## config.mk

```make
export PLATFORM = sky130hd
export DESIGN_NAME = spi_ram_master_ctrl
export DESIGN_NICKNAME = d
export VERILOG_FILES = /design/src/rtl/spi_ram_master_ctrl.sv
export SDC_FILE = /design/constraint.sdc
export NUM_CORES = 1
export LEC_CHECK = 0
export ABC_AREA = 1
export CORE_MARGIN = 1
export CORE_UTILIZATION = 48
export DETAILED_ROUTE_END_ITERATION = 8
export PLACE_DENSITY_LB_ADDON = 0.08
export SYNTH_ARGS = -nofsm -noshare
export SYNTH_HDL_FRONTEND = slang
export SYNTH_SLANG_ARGS = --single-unit
```

## constraint.sdc

```tcl
create_clock -name clk -period 1.9 [get_ports clk]
set_input_delay 0.38 -clock clk [delete_from_list [all_inputs] [get_ports clk]]
set_output_delay 0.38 -clock clk [all_outputs]
set_load 0.02 [all_outputs]
```

## src/rtl/spi_ram_master_ctrl.sv

```systemverilog
// Host-side sequencer for the SPI slave + RAM block: turns byte read/write requests into two-frame SPI sequences.
// Optional read-address cache enabled by defining SPI_RAM_ADDR_CACHE_EN.
module spi_ram_master_ctrl #(
    parameter int unsigned GAP_CYCLES  = 2,
    parameter int unsigned TURN_CYCLES = 1,
    parameter logic [7:0]  DUMMY_BYTE  = 8'h06
) (
    input  logic       clk,
    input  logic       rst,
    input  logic       req,
    input  logic       we,
    input  logic [7:0] addr,
    input  logic [7:0] wdata,
    output logic       ready,
    output logic       rd_valid,
    output logic [7:0] rd_data,
    output logic       SS_n,
    output logic       MOSI,
    input  logic       MISO
);

    typedef enum logic [2:0] {
        IDLE, START, FLAG, SHIFT, TURN, CAPTURE, HOLD, GAP
    } state_t;

    localparam logic [3:0] GAP_LAST  = 4'(GAP_CYCLES - 1);
    localparam logic [3:0] TURN_LAST = 4'(TURN_CYCLES - 1);

    state_t     state, state_nxt;
    logic [3:0] cnt, cnt_nxt;
    logic       second, second_nxt;
    logic       op_we;
    logic [7:0] op_addr, op_wdata;
    logic [7:0] rx_shift;
    logic       accept;
    logic       cache_hit;
    logic       data_rd;
    logic [9:0] frame;
    logic [3:0] bit_idx;
    logic       ss_n_nxt, mosi_nxt, ready_nxt, rd_valid_nxt;
    logic [7:0] rd_data_nxt;

    // second=0 selects the address frame, second=1 the data frame of the current op
    always_comb begin
        if (op_we)
            frame = second ? {2'b01, op_wdata} : {2'b00, op_addr};
        else
            frame = second ? {2'b11, DUMMY_BYTE} : {2'b10, op_addr};
    end

    assign data_rd = !op_we && second;

    always_comb begin
        state_nxt    = state;
        cnt_nxt      = cnt;
        second_nxt   = second;
        accept       = 1'b0;
        rd_valid_nxt = 1'b0;
        rd_data_nxt  = rd_data;
        case (state)
            IDLE: begin
                if (req && ready) begin
                    state_nxt  = START;
                    cnt_nxt    = '0;
                    accept     = 1'b1;
                    second_nxt = cache_hit;
                end
            end
            START: state_nxt = FLAG;
            FLAG: begin
                state_nxt = SHIFT;
                cnt_nxt   = '0;
            end
            SHIFT: begin
                if (cnt == 4'd9) begin
                    cnt_nxt = '0;
                    if (data_rd)
                        state_nxt = (TURN_CYCLES == 0) ? CAPTURE : TURN;
                    else
                        state_nxt = HOLD;
                end else begin
                    cnt_nxt = cnt + 4'd1;
                end
            end
            TURN: begin
                if (cnt == TURN_LAST) begin
                    cnt_nxt   = '0;
                    state_nxt = CAPTURE;
                end else begin
                    cnt_nxt = cnt + 4'd1;
                end
            end
            CAPTURE: begin
                if (cnt == 4'd7) begin
                    cnt_nxt   = '0;
                    state_nxt = HOLD;
                end else begin
                    cnt_nxt = cnt + 4'd1;
                end
            end
            HOLD: begin
                state_nxt = GAP;
                cnt_nxt   = '0;
                if (data_rd) begin
                    rd_valid_nxt = 1'b1;
                    rd_data_nxt  = rx_shift;
                end
            end
            GAP: begin
                if (cnt == GAP_LAST) begin
                    cnt_nxt = '0;
                    if (second) begin
                        state_nxt = IDLE;
                    end else begin
                        state_nxt  = START;
                        second_nxt = 1'b1;
                    end
                end else begin
                    cnt_nxt = cnt + 4'd1;
                end
            end
            default: state_nxt = IDLE;
        endcase
    end

    // Outputs are decoded from the next state so the registered pins line up with the state they describe
    assign bit_idx = 4'd9 - cnt_nxt;

    always_comb begin
        ss_n_nxt  = (state_nxt == IDLE) || (state_nxt == GAP);
        ready_nxt = (state_nxt == IDLE);
        mosi_nxt  = 1'b0;
        case (state_nxt)
            FLAG:    mosi_nxt = frame[9];
            SHIFT:   mosi_nxt = frame[bit_idx];
            default: mosi_nxt = 1'b0;
        endcase
    end

    always_ff @(posedge clk or posedge rst) begin
        if (rst) begin
            state    <= IDLE;
            cnt      <= '0;
            second   <= 1'b0;
            op_we    <= 1'b0;
            op_addr  <= '0;
            op_wdata <= '0;
            rx_shift <= '0;
            SS_n     <= 1'b1;
            MOSI     <= 1'b0;
            ready    <= 1'b1;
            rd_valid <= 1'b0;
            rd_data  <= '0;
        end else begin
            state    <= state_nxt;
            cnt      <= cnt_nxt;
            second   <= second_nxt;
            SS_n     <= ss_n_nxt;
            MOSI     <= mosi_nxt;
            ready    <= ready_nxt;
            rd_valid <= rd_valid_nxt;
            rd_data  <= rd_data_nxt;
            if (accept) begin
                op_we    <= we;
                op_addr  <= addr;
                op_wdata <= wdata;
            end
            if (state == CAPTURE)
                rx_shift <= {rx_shift[6:0], MISO};
        end
    end

`ifdef SPI_RAM_ADDR_CACHE_EN
    logic [7:0] last_rd_addr;
    logic       last_rd_vld;

    assign cache_hit = last_rd_vld && !we && (addr == last_rd_addr);

    always_ff @(posedge clk or posedge rst) begin
        if (rst) begin
            last_rd_addr <= '0;
            last_rd_vld  <= 1'b0;
        end else if (state == HOLD && data_rd) begin
            last_rd_addr <= op_addr;
            last_rd_vld  <= 1'b1;
        end else if (accept && we && addr == last_rd_addr) begin
            last_rd_vld <= 1'b0;
        end
    end
`else
    assign cache_hit = 1'b0;
`endif

endmodule

```

==> results.txt <==
----------------------------------------------------
[Floorplan]
  Total Die Area ... just under 5000 sq um
  Effective utilization at floorplan ... 0.506
  Number of top-level pins ... 33
  Y dimension of the die ... just over 70 microns
  Die Wd ... around 70 microns
  Number of standard-cell rows in the floorplan ... 24
  Area of the core region ... 4440 sq um

[Setup path]
  Maximum fanout along the worst path ... 3
  Buffer and inverter count on the worst path ... 2
  Data required time at the worst endpoint ... 2.10 ns
  Delay of the slowest critical-path stage ... about 0.42 ns
  Worst endpoint data arrival time ... around 2.2 ns
  Cell occurring most often along the worst timing path ... nand2_1
  Library cell contributing the largest single delay on the critical path ... dfrtp_1
  Critical path startpoint category ... flip-flop
  Dominant delay contributor by cell family on the critical path ... simple AND/OR/NAND/NOR gates
  Worst setup EP type ... flip-flop
  Critical path type ... reg2reg
  CP Cell Sequence ... inv_2, ha_4, nand3_4, nand2_2, nand2_2, o31ai_2, o21a_1, ha_4, inv_2, nand3_2, nand3_2, nand2_1, nand2_1, nand2_1

[Timing]
  Hold Violations, Final ... 0
  Minimum clock period after layout ... between 2 and 2.5 ns
  Unrepaired setup endpoints after global routing ... true
  Final setup violation count ... 1
  Worst max-slew margin expressed relative to the limit ... 0.706
  Slew at the pin closest to its max-slew limit ... around 0.44 ns
  Final WS setup ... -0.136 ns
  Max Freq ... about 500 MHz
  Final total negative setup slack ... -0.136 ns
  Worst clock skew ... ~0.0074 ns
  Share of the clock period used by the worst path ... 1.07
  Number of pins with negative max-slew slack in the final report ... 0

[Place]
  Port-buffer cells ... 32
  Instance area after placement ... approximately 2900 sq um
  Minimum setup slack after placement ... -0.103 ns
  Placer's final routability congestion estimate ... just under 0.9
  Detailed placement HPWL ... between 3 and 4 mm

[Cells and area]
  Non-Filler Cell Area, Final ... approximately 3000 sq um
  Inserted Diodes ... 0
  Core utilization of the finished layout ... 0.687
  Area growth from synthesis to final layout ... 35.7%
  Ratio of cells with drive above 1 in the final layout ... 0.248
  Final net count ... 367

[Route]
  WL/cell ... 11.8 microns
  Residual DRC ... 3
  Pre-antenna DRT Iters ... 6
  Total vias in the final route ... 1,917
  Average via count per standard cell ... just under 5
  Final Routed Wirelength ... 4.67 mm
  Iteration-0 DRC count of the detailed router ... around 170
  Remaining antenna violation count after routing ... 0

[Clocking]
  Clock transition at the registers of the reported paths ... roughly 0.090 ns
  Buffers from clock root to sink, at most ... 2
  Cell at the root of the clock tree ... clkbuf_8
  Number of buffers inserted during clock tree synthesis ... 5
  CTS tree ... built
  Later-pin clock latency in the skew report ... around 0.3 ns
  H-tree level count ... 2
  CTS sink count ... 45

[Synthesis]
  Share of the yosys chip area belonging to registers ... 0.502
  Dominant cells by area after synthesis ... dfrtp_1, nand2_1, o21ai_0
  Dominant synthesized flop cell ... dfrtp_1
  Yosys warning count ... 0
  Most area-hungry cell type in the Yosys netlist ... dfrtp_1
  Top cell type's share of synthesized area ... 0.478
  Summed instance area of the synthesized netlist ... 2250 sq um
  Number of nets in the synthesized netlist ... 307
  Proportion of register bits with asynchronous set or reset after synthesis ... 1.00
  Number of flip-flops and latches in the synthesized netlist ... 45
  EDFF count, synth ... 0
  Number of library cell types mapped by synthesis ... 30
  Average cell area after synthesis ... 7.98 sq um
  Synthesized instance count ... between 200 and 300

[Global routing]
  Tot GR Track Use ... 0.210
  Via count of the first global-routing pass ... roughly 1,800
  Number of antenna violations at the first check in global routing ... 0
  Total overflow reported by the global router ... 0
  Pin count of the biggest net entering global routing ... 46
  Wire length of the first global-routing pass ... 8.10 mm

[Pwr]
  Power density cells ... between 1000 and 1500 nW/um^2
  Static leakage power ... ~1.5 nW
  Maximum VDD drop ... roughly 0.66 mV

[Outcome]
  Run status ... complete, but fails checks
  Failing checks ... design-rule violations, negative setup slack

[Min path]
  Class of the tightest hold or removal check ... in2async

[Job]
  Number of max-capacitance violations reported ... 0

----------------------------------------------------
==> where the power goes <==
part	switching, mW	leakage [nW]	total [mW]	internal [mW]
sequential	0.172	0.543	1.34	1.17
combinational	1.09	0.925	2.02	0.931
clock	0.334	0.0549	0.670	0.336
total	1.60	1.52	4.04	2.44
==> layout make-up <==
cell class	instances	area (sq um)
clock buffer	7	96.3
multi-input combinational	191	1060
clock inverter	1	8.76
timing repair buffer	61	551
tap	52	65.1
fill	362	1390
sequential	45	1130
inverter	38	143
==> sequential cells by signal, summed over array words and instances (netlist names) <==
register	cells
rd_data	8
op_wdata	8
rd_valid	1
cnt	4
op_addr	8
ready	1
rx_shift	8
second	1
SS_n	1
state	3
MOSI	1
op_we	1
==> stage by stage <==
stage / power, mW / hold WS (ns) / cells
after CTS: 3.99 / 0.430 / 395
after detailed placement: 3.16 / 0.461 / 383
after global placement: 3.12 / 0.455 / 383
after global routing: 4.34 / 0.475 / 395
final: 4.04 / 0.425 / 395
after floorplan: 2.53 / 0.442 / 282
==> routing by layer <==
metal | vias up | part of all wire | GRT usage | wire [microns]
met5 | - | 0 | 0 | 0
met4 | 0 | 0.024 | 0.0862 | 112
met3 | 12 | 0.028 | 0.0462 | 132
met2 | 39 | 0.47 | 0.334 | 2190
met1 | 852 | 0.48 | 0.277 | 2230
li1 | 1014 | - | - | -
==> kinds of logic after synthesis <==
| kind of cell | after synthesis | synth area share |
|---|---|---|
| adders and majority gates | 4 | 0.0222 |
| buffers and inverters | 46 | 0.0806 |
| AOI/OAI and AO/OA | 40 | 0.0996 |
| and+or+nand+nor | 147 | 0.296 |
| DFF | 45 | 0.502 |
==> synthesized netlist by cell type (all sizes together), types with 2 or more instances <==
library cell,count
a21oi,6
buf,2
clkbuf,6
dfrtp,43
dfstp,2
ha,4
inv,38
nand2,105
nand3,24
nor2,12
nor3,3
o21ai,27
o22ai,2
==> cell usage in the layout (no fill, tap or decap), types with 2 or more instances in the layout <==
cell type,synthesis,final
dfrtp_2,0,2
nor2_1,7,5
dfstp_2,2,2
inv_2,4,9
inv_1,34,28
o22ai_1,2,2
nand2_1,99,92
nand3_1,22,17
o21ai_0,26,26
nand3_2,2,6
nor2_2,2,4
nor3_1,3,3
dfrtp_1,43,41
ha_4,0,4
clkbuf_8,0,7
buf_4,0,28
nand2_2,2,9
nor2_4,3,3
nand2_4,4,4
clkdlybuf4s50_1,0,32
a21oi_1,5,5
==> timing repair <==
item,CTS,global route
endpoints found under the hold margin,0,0
endpoints found under the setup margin,1,1
gates resized for setup,10,7
hold buffers,0,0
buffers inserted,4,0
pin swaps,11,5
==> worst register-to-register path, delay by kind of cell, from the launching register on <==
kind / cells / cell delay [ns]
AOI/OAI and AO/OA: 2 / 0.46
and+or+nand+nor: 8 / 0.48
adders and majority gates: 2 / 0.39
DFF: 1 / 0.42
buffers and inverters: 2 / 0.19
==> worst paths after layout <==
kind | start | end | slack [ns] | depth (start not counted)
max | cnt[1] | MOSI | -0.14 | 14
min | rst | rd_data[1] | 0.43 | 3
max reg2reg | cnt[1] | MOSI | -0.14 | 14
min reg2reg | op_wdata[4] | op_wdata[4] | 0.48 | 2
max in group asynchronous | rst | ready | 1.21 | 3
min in group clk | op_wdata[4] | op_wdata[4] | 0.48 | 2
Note: power is estimated with default switching activity, not from simulation.
